## src/rtl/mem_arbiter.sv

```systemverilog
// mem_arbiter
// Shares the single-port 8 KiB character/font memory between the VGA text
// fetch engine (fixed priority) and the host write/readback port. The host
// is guaranteed a slot after STARVE_MAX consecutive denied cycles, and host
// writes into the font region can be dropped by a write-protect input.
//
// Ports:
//   i_clk, i_rst_n                 clock, asynchronous active-low reset
//   i_vid_req/i_vid_addr           video read request and address
//   o_vid_stall                    video not granted this cycle, hold request
//   o_vid_valid/o_vid_dat          video read data, one cycle after grant
//   i_host_req/we/addr/dat         host request, held until o_host_ack
//   o_host_ack/o_host_dat          one-cycle completion pulse, read data
//   o_host_err                     write dropped by font write-protect
//   i_font_wp                      drop host writes below FONT_TOP
//   o_mem_cs/we/addr/dat           memory-side drive (combinational)
//   i_mem_dat                      memory read data, one-cycle latency

module mem_arbiter #(
    parameter int AW         = 13,
    parameter int DW         = 8,
    parameter int STARVE_MAX = 15,
    parameter int FONT_TOP   = 'h1000
) (
    input  logic          i_clk,
    input  logic          i_rst_n,
    input  logic          i_vid_req,
    input  logic [AW-1:0] i_vid_addr,
    output logic          o_vid_stall,
    output logic          o_vid_valid,
    output logic [DW-1:0] o_vid_dat,
    input  logic          i_host_req,
    input  logic          i_host_we,
    input  logic [AW-1:0] i_host_addr,
    input  logic [DW-1:0] i_host_dat,
    output logic          o_host_ack,
    output logic [DW-1:0] o_host_dat,
    output logic          o_host_err,
    input  logic          i_font_wp,
    output logic          o_mem_cs,
    output logic          o_mem_we,
    output logic [AW-1:0] o_mem_addr,
    output logic [DW-1:0] o_mem_dat,
    input  logic [DW-1:0] i_mem_dat
);

    typedef enum logic [1:0] {
        OWN_NONE = 2'd0,
        OWN_VID  = 2'd1,
        OWN_HOST = 2'd2
    } owner_e;

    localparam logic [7:0]  STARVE_MAX_C = 8'(STARVE_MAX);
    localparam logic [31:0] FONT_TOP_C   = 32'(FONT_TOP);

    // True when the address falls inside the protected font region.
    function automatic logic font_hit(input logic [AW-1:0] addr);
        logic [31:0] addr_ext;
        addr_ext = 32'(addr);
        return (addr_ext < FONT_TOP_C);
    endfunction

    owner_e        owner_s;
    owner_e        rd_owner_q, rd_owner_d;
    logic          host_elig_s;
    logic          prot_hit_s;
    logic          host_busy_q, host_busy_d;
    logic          rd_wr_q, rd_wr_d;
    logic          rd_prot_q, rd_prot_d;
    logic [7:0]    starve_cnt_q, starve_cnt_d;

    // Owner selection for the current grant cycle; reset forces NONE so the
    // memory is never selected or written while i_rst_n is low.
    always_comb begin
        host_elig_s = i_host_req & ~host_busy_q;
        prot_hit_s  = i_font_wp & font_hit(i_host_addr);
        owner_s     = OWN_NONE;
        if (!i_rst_n) begin
            owner_s = OWN_NONE;
        end else if (host_elig_s && (starve_cnt_q == STARVE_MAX_C)) begin
            owner_s = OWN_HOST;
        end else if (i_vid_req) begin
            owner_s = OWN_VID;
        end else if (host_elig_s) begin
            owner_s = OWN_HOST;
        end else begin
            owner_s = OWN_NONE;
        end
    end

    // Memory-side drive and video stall, combinational from the owner.
    always_comb begin
        o_mem_cs    = 1'b0;
        o_mem_we    = 1'b0;
        o_mem_addr  = {AW{1'b0}};
        o_mem_dat   = {DW{1'b0}};
        o_vid_stall = i_rst_n & i_vid_req & (owner_s != OWN_VID);
        case (owner_s)
            OWN_VID: begin
                o_mem_cs   = 1'b1;
                o_mem_addr = i_vid_addr;
            end
            OWN_HOST: begin
                o_mem_cs   = 1'b1;
                o_mem_addr = i_host_addr;
                if (i_host_we) begin
                    // A protected write still takes the slot but never strobes we.
                    o_mem_we  = ~prot_hit_s;
                    o_mem_dat = i_host_dat;
                end else begin
                    o_mem_we  = 1'b0;
                end
            end
            default: begin
                o_mem_cs = 1'b0;
            end
        endcase
    end

    // Next-state for the starvation counter, busy guard and response tag.
    always_comb begin
        starve_cnt_d = starve_cnt_q;
        host_busy_d  = host_busy_q;
        rd_owner_d   = owner_s;
        rd_wr_d      = (owner_s == OWN_HOST) & i_host_we;
        rd_prot_d    = (owner_s == OWN_HOST) & i_host_we & prot_hit_s;
        if (owner_s == OWN_HOST) begin
            starve_cnt_d = 8'd0;
        end else if (host_elig_s && (starve_cnt_q < STARVE_MAX_C)) begin
            starve_cnt_d = starve_cnt_q + 8'd1;
        end else begin
            starve_cnt_d = starve_cnt_q;
        end
        // Busy spans grant edge through the end of the ack cycle, which blocks
        // a re-grant while the host still sees its own ack.
        if (owner_s == OWN_HOST) begin
            host_busy_d = 1'b1;
        end else if (rd_owner_q == OWN_HOST) begin
            host_busy_d = 1'b0;
        end else begin
            host_busy_d = host_busy_q;
        end
    end

    // State registers.
    always_ff @(posedge i_clk or negedge i_rst_n) begin
        if (!i_rst_n) begin
            starve_cnt_q <= 8'd0;
            host_busy_q  <= 1'b0;
            rd_owner_q   <= OWN_NONE;
            rd_wr_q      <= 1'b0;
            rd_prot_q    <= 1'b0;
        end else begin
            starve_cnt_q <= starve_cnt_d;
            host_busy_q  <= host_busy_d;
            rd_owner_q   <= rd_owner_d;
            rd_wr_q      <= rd_wr_d;
            rd_prot_q    <= rd_prot_d;
        end
    end

    // Response decode one cycle after grant; data buses are zero unless valid.
    always_comb begin
        o_vid_valid = (rd_owner_q == OWN_VID);
        o_host_ack  = (rd_owner_q == OWN_HOST);
        o_host_err  = o_host_ack & rd_wr_q & rd_prot_q;
        if (o_vid_valid) begin
            o_vid_dat = i_mem_dat;
        end else begin
            o_vid_dat = {DW{1'b0}};
        end
        if (o_host_ack && !rd_wr_q) begin
            o_host_dat = i_mem_dat;
        end else begin
            o_host_dat = {DW{1'b0}};
        end
    end

endmodule

```

## config.mk

```make
export PLATFORM = sky130hd
export DESIGN_NAME = mem_arbiter
export DESIGN_NICKNAME = d
export VERILOG_FILES = /design/src/rtl/mem_arbiter.sv
export SDC_FILE = /design/constraint.sdc
export NUM_CORES = 1
export LEC_CHECK = 0
export CORE_UTILIZATION = 30
export CTS_CLUSTER_DIAMETER = 200
export CTS_CLUSTER_SIZE = 8
export DETAILED_ROUTE_END_ITERATION = 16
export GPL_ROUTABILITY_DRIVEN = 1
export PLACE_DENSITY = 0.91
export SLEW_MARGIN = 0
export SYNTH_ARGS = -nofsm -noshare
export SYNTH_HDL_FRONTEND = slang
export SYNTH_SLANG_ARGS = --single-unit
```

## constraint.sdc

```tcl
create_clock -name i_clk -period 3.88 [get_ports i_clk]
set_input_delay 0.776 -clock i_clk [delete_from_list [all_inputs] [get_ports i_clk]]
set_output_delay 0.776 -clock i_clk [all_outputs]
set_load 0.1 [all_outputs]
```

# Yosys cells after proc, flatten, opt, wreduce, memory -nomap -nowiden
# Cells that the tools add are included.
[word_totals] inputBits=48 wordCells=47 ff_bits=13
[classes] n_bitwise=10 n_addsub=1 magnitude_cmp=2 muxes=16 reduce_logical=7 eq_ne=6
[op_table] cell="8-bit two-way mux" n=6
[op_table] cell="13-bit case mux with 2 select lines" n=1
[op_table] cell="13-bit less-than comparator (second input constant)" n=1
[op_table] cell="8-bit by 1-bit adder with 8-bit output (second input constant)" n=1
[op_table] cell="1-bit AND" n=8
[op_table] cell="8-bit by 4-bit equality test with 1-bit output (second input constant)" n=1
[op_table] cell="8-bit by 4-bit less-than comparator with 1-bit output (second input constant)" n=1
[op_table] cell="2-bit two-way mux" n=4
[op_table] cell="1-bit two-way mux" n=5
[op_table] cell="2-bit by 1-bit equality test with 1-bit output (second input constant)" n=2
[op_table] cell="2-bit equality test (second input constant)" n=2
[op_table] cell="2-bit nonzero test" n=2
[op_table] cell="1-bit logical AND" n=3
[op_table] cell="2-bit by 1-bit inequality test with 1-bit output (second input constant)" n=1
[op_table] cell="1-bit inverter" n=2
[op_table] cell="2-bit OR reduction" n=1
[op_table] cell="1-bit zero test" n=1

# Logic depth before layout (Yosys ltp)
[logic_depth] ltp_word=9 ltp_mapped=9 ltp_nobuf=8

# Worst setup path after synthesis
# Ideal clock, no wire load.
[synth_timing] path_kind="input to output" from="input i_host_req" to="output o_mem_we" t_required_ns=3.104 t_arrival_ns=3.368 setup_slack_ns=-0.264 path_stages=7 path_cell_list="nand2b_1 nor3_1 o21a_1 ha_1 clkbuf_1 nand2_1 a21oi_1"
[synth_via] elab_chain_len=7 elab_cells_between_ends=8 classes_between="eq/ne (1); mux (5); bitwise (1); reduce/logical (1)"
[synth_rtl] item="start: declaration" line="32" rtl="input logic i_host_req,"
[synth_rtl] item="1-bit AND (*)" line="75" rtl="host_elig_s = i_host_req & ~host_busy_q;"
[synth_rtl] item="2-bit two-way mux" line="84" rtl="end else if (host_elig_s) begin"
[synth_rtl] item="2-bit two-way mux" line="82" rtl="end else if (i_vid_req) begin"
[synth_rtl] item="2-bit two-way mux (*)" line="80" rtl="end else if (host_elig_s && (starve_cnt_q == STARVE_MAX_C)) begin"
[synth_rtl] item="2-bit two-way mux (*)" line="78" rtl="if (!i_rst_n) begin"
[synth_rtl] item="named net owner_s[1]" line="63" rtl="owner_e owner_s;"
[synth_rtl] item="2-bit equality test (*)" line="98" rtl="case (owner_s)"
[synth_rtl] item="1-bit two-way mux (*)" line="98"
[synth_rtl] item="end: declaration" line="41" rtl="output logic o_mem_we,"
# Mark *: on every way through the listed nets, which the timed path passes. The rest lies on a longest branch.

# Worst setup path after layout
[layout_timing] from="input i_host_req" to="output o_mem_addr[2]"
[layout_via] elab_chain_len=7 elab_cells_between_ends=9 classes_between="eq/ne (2); mux (5); bitwise (1); reduce/logical (1)"
[layout_rtl] item="1-bit AND (*)" line="75"
[layout_rtl] item="2-bit two-way mux" line="84"
[layout_rtl] item="2-bit two-way mux" line="82"
[layout_rtl] item="2-bit two-way mux (*)" line="80"
[layout_rtl] item="2-bit two-way mux (*)" line="78"
[layout_rtl] item="named net owner_s[1]" line="63"
[layout_rtl] item="2-bit equality test or 2-bit by 1-bit equality test with 1-bit output (tied branches)" line="98"
[layout_rtl] item="13-bit case mux with 2 select lines (*)" line="98"
[layout_rtl] item="end: declaration" line="42" rtl="output logic [AW-1:0] o_mem_addr,"
# Marked as above.

==> qor.csv <==
stage;metric;value;unit
timing;whs;518;ps
power;power_frac_seq;27.7;%
yosys;synth_enable_flop_cells;0;
timing;fmax;274;MHz
grt;met2_usage;35.0;%
routing;antenna_left;0;
timing;slew_headroom;34.7;%
power;p_clk_share;12.6;%
worst_setup_path;rr_endpoint;starve_cnt_q[0];
timing;hold_violations;0;
power;power_density;311;mW/mm^2
run_status;status;finished, final reports clean;
clocking;cts_tree;done;
clocking;cts_resized;0;
clocking;clock-sinks;13;
final_layout;regArea;325;um^2
placed_design;place_inst;249;
timing;drv_slew;0;
floorplan;die_x;58.7;um
grt;grt_max_degree;15;
grt;busiest_layer;met2;
grt;grtUsageMet3;4.18;%
yosys;netlist_area;963;um^2
yosys;ys_ff_latch;13;
power;ir_drop;0.235;mV
yosys;synth_nets;170;
clocking;post-cts-setup-buffers;0;
worst_setup_path;regToRegSetupSlack;1420;ps
grt;use_met1;21.3;%
timing;tns;0;ps
final_layout;postLayoutCoreUtil;71.1;%
worst_setup_path;cp_max_fo;14;
min_path;worstHoldStart;starve_cnt_q[5];
timing;setup_viol_count_final;0;
timing;clock_skew;2.51;ps
power;leakagePower;0.989;nW
final_layout;drive_gt1_share;30.6;%
routing;vias;1192;
worst_setup_path;worstPathArrival;2880;ps
placed_design;dpl.hpwl;2.76;mm
grt;grt_pass1_vias;1137;
routing;dr.pass1.iters;4;
placed_design;io_buffers;90;
floorplan;core_area;0.00305;mm^2
min_path;hold_end;starve_cnt_q[5];
worst_setup_path;critPathLaunchType;input port;
clocking;clkLatencyLatePin;280;ps
timing;rsz0062_at_grt;false;
yosys;synth_warnings;0;
final_layout;fillers;244;
yosys;postSynthAreaPerCell;8.16;um^2
routing;route.detailed.drc;0;
routing;routed_via_density;4.71;
clocking;path_clk_slew;80;ps
min_path;hold_depth;1;
routing;wl_per_cell;13.0;um
grt;grt_overflow;0;
yosys;synth_cell_type_count;25;
floorplan;io_pins;91;
yosys;synthArstFlopShare;100;%
worst_setup_path;r2r_start;starve_cnt_q[4];
timing;fin_crit;3650;ps
yosys;synth_seq_area_share;33.8;%
clocking;cts_hold_buf;0;
worst_setup_path;end_kind;primary output;
final_layout;syn_to_final_growth;125;%
floorplan;initial_core_util;31.6;%
floorplan;die_h;58.7;um
clocking;cts-htree-levels;1;
yosys;ys.flop_type;dfrtp_1;
routing;drt_wl_total;3.30;mm
floorplan;num_rows;20;
clocking;clockBufferDepth;2;
grt;grt.total_usage;19.4;%
worst_setup_path;critPathKind;in2out;
timing;fin_crit_sh;94.1;%
power;switching_power;314;uW
clocking;cts_buffers;3;
timing;worst_pin_slew;977;ps
grt;antenna_found_initial;0;
final_layout;mostFrequentLayoutCells;48 x clkdlybuf4s50_1, 24 x buf_12, 21 x buf_4;
power;pwr-share-comb;59.7;%
worst_setup_path;worstPathRequired;3100;ps
routing;drt-initial-drc-count;23;
final_layout;final_common_cell;clkdlybuf4s50_1;
power;switching_share;46.5;%
final_layout;nets;262;
power;p_int;361;uW
final_layout;multi_input_area;624;um^2
worst_setup_path;reg2reg_depth;7;
job;drv_cap;0;
floorplan;die_area;0.00344;mm^2
min_path;min_path_type;reg2reg;
grt;grt_pass1_wl;4.99;mm
final_layout;diodes;0;
yosys;postSynthCellCount;118;
clocking;cts_root_buf;clkbuf_4;
power;power;675;uW
final_layout;fin_cells;253;
placed_design;gp_congestion;0.820;
-- cell usage after synthesis (2+ instances only) --
cell type   n  share of area [%]
nor2b_1     7                4.5
a21oi_1     2                1.0
ha_1        4                5.2
nand2b_1    5                3.2
nand3_1     2                1.0
and3_1     10                6.5
a22oi_1    13                 10
clkbuf_1    6                2.3
inv_1       6                2.3
nand2_1     2               0.78
nor3_1      2                1.0
dfrtp_1    13                 34
and2_1     16                 10
mux2_2      2                2.3
nor2_1     18                7.0
-- sequential cells by signal, summed over array words and instances, names as in the netlist --
signal,flops
rd_prot_q,1
rd_owner_q,2
host_busy_q,1
starve_cnt_q,8
rd_wr_q,1
-- routing by layer --
metal  up-vias  part of all wire, %
met5         -                    0
met4         0                  3.1
met3        10                  6.2
met2        51                   53
met1       543                   38
li1        588                    -
-- worst max-delay path by stage --
stage / from / end / slack, ps / depth (start not counted)
floorplan: i_host_req / o_vid_stall / 70 / 6
global placement: i_host_req / o_mem_addr[2] / 260 / 7
detailed placement: i_host_req / o_mem_addr[2] / 120 / 7
CTS: i_host_req / o_mem_addr[2] / 120 / 7
global route: i_host_req / o_mem_addr[2] / 60 / 7
finish: i_host_req / o_mem_addr[2] / 230 / 7
-- power groups by stage --
stage	sequential (mW)	combinational [mW]	clock, mW
2_1_floorplan	0.181	0.263	0
3_3_place_gp	0.187	0.389	0
3_5_place_dp	0.189	0.401	0
4_1_cts	0.187	0.402	0.0851
5_1_grt	0.191	0.425	0.0914
6_report	0.187	0.403	0.0848
-- cell families after synthesis --
kind of cell	after synthesis	synth area share (%)
muxes	3	3.38
AOI/OAI and AO/OA	19	14.0
buffers and inverters	12	4.67
and+or+nand+nor	67	39.0
DFF	13	33.8
adders and majority gates	4	5.20
-- stage by stage --
stage / setup slack [ps] / area [um^2]
final: 227 / 2170
after global routing: 61.7 / 2170
after CTS: 124 / 2170
after detailed placement: 119 / 2140
after global placement: 257 / 2140
after floorplan: 67.9 / 990
-- area by class of cell --
| cell class | instances | share of cell area [%] |
|---|---|---|
| timing repair buffer | 93 | 51.5 |
| multi-input combinational | 93 | 28.7 |
| sequential | 13 | 15.0 |
| tap | 44 | 2.53 |
| clock buffer | 4 | 1.21 |
| inverter | 6 | 1.04 |
-- critical path, stage by stage --
cell and delay [ps]:
clkdlybuf4s50_1 450, nand2b_1 140, nor3_2 270, o21a_1 230, ha_1 460, nor2_1 320, buf_12 210
(Power assumes the default switching activity.)
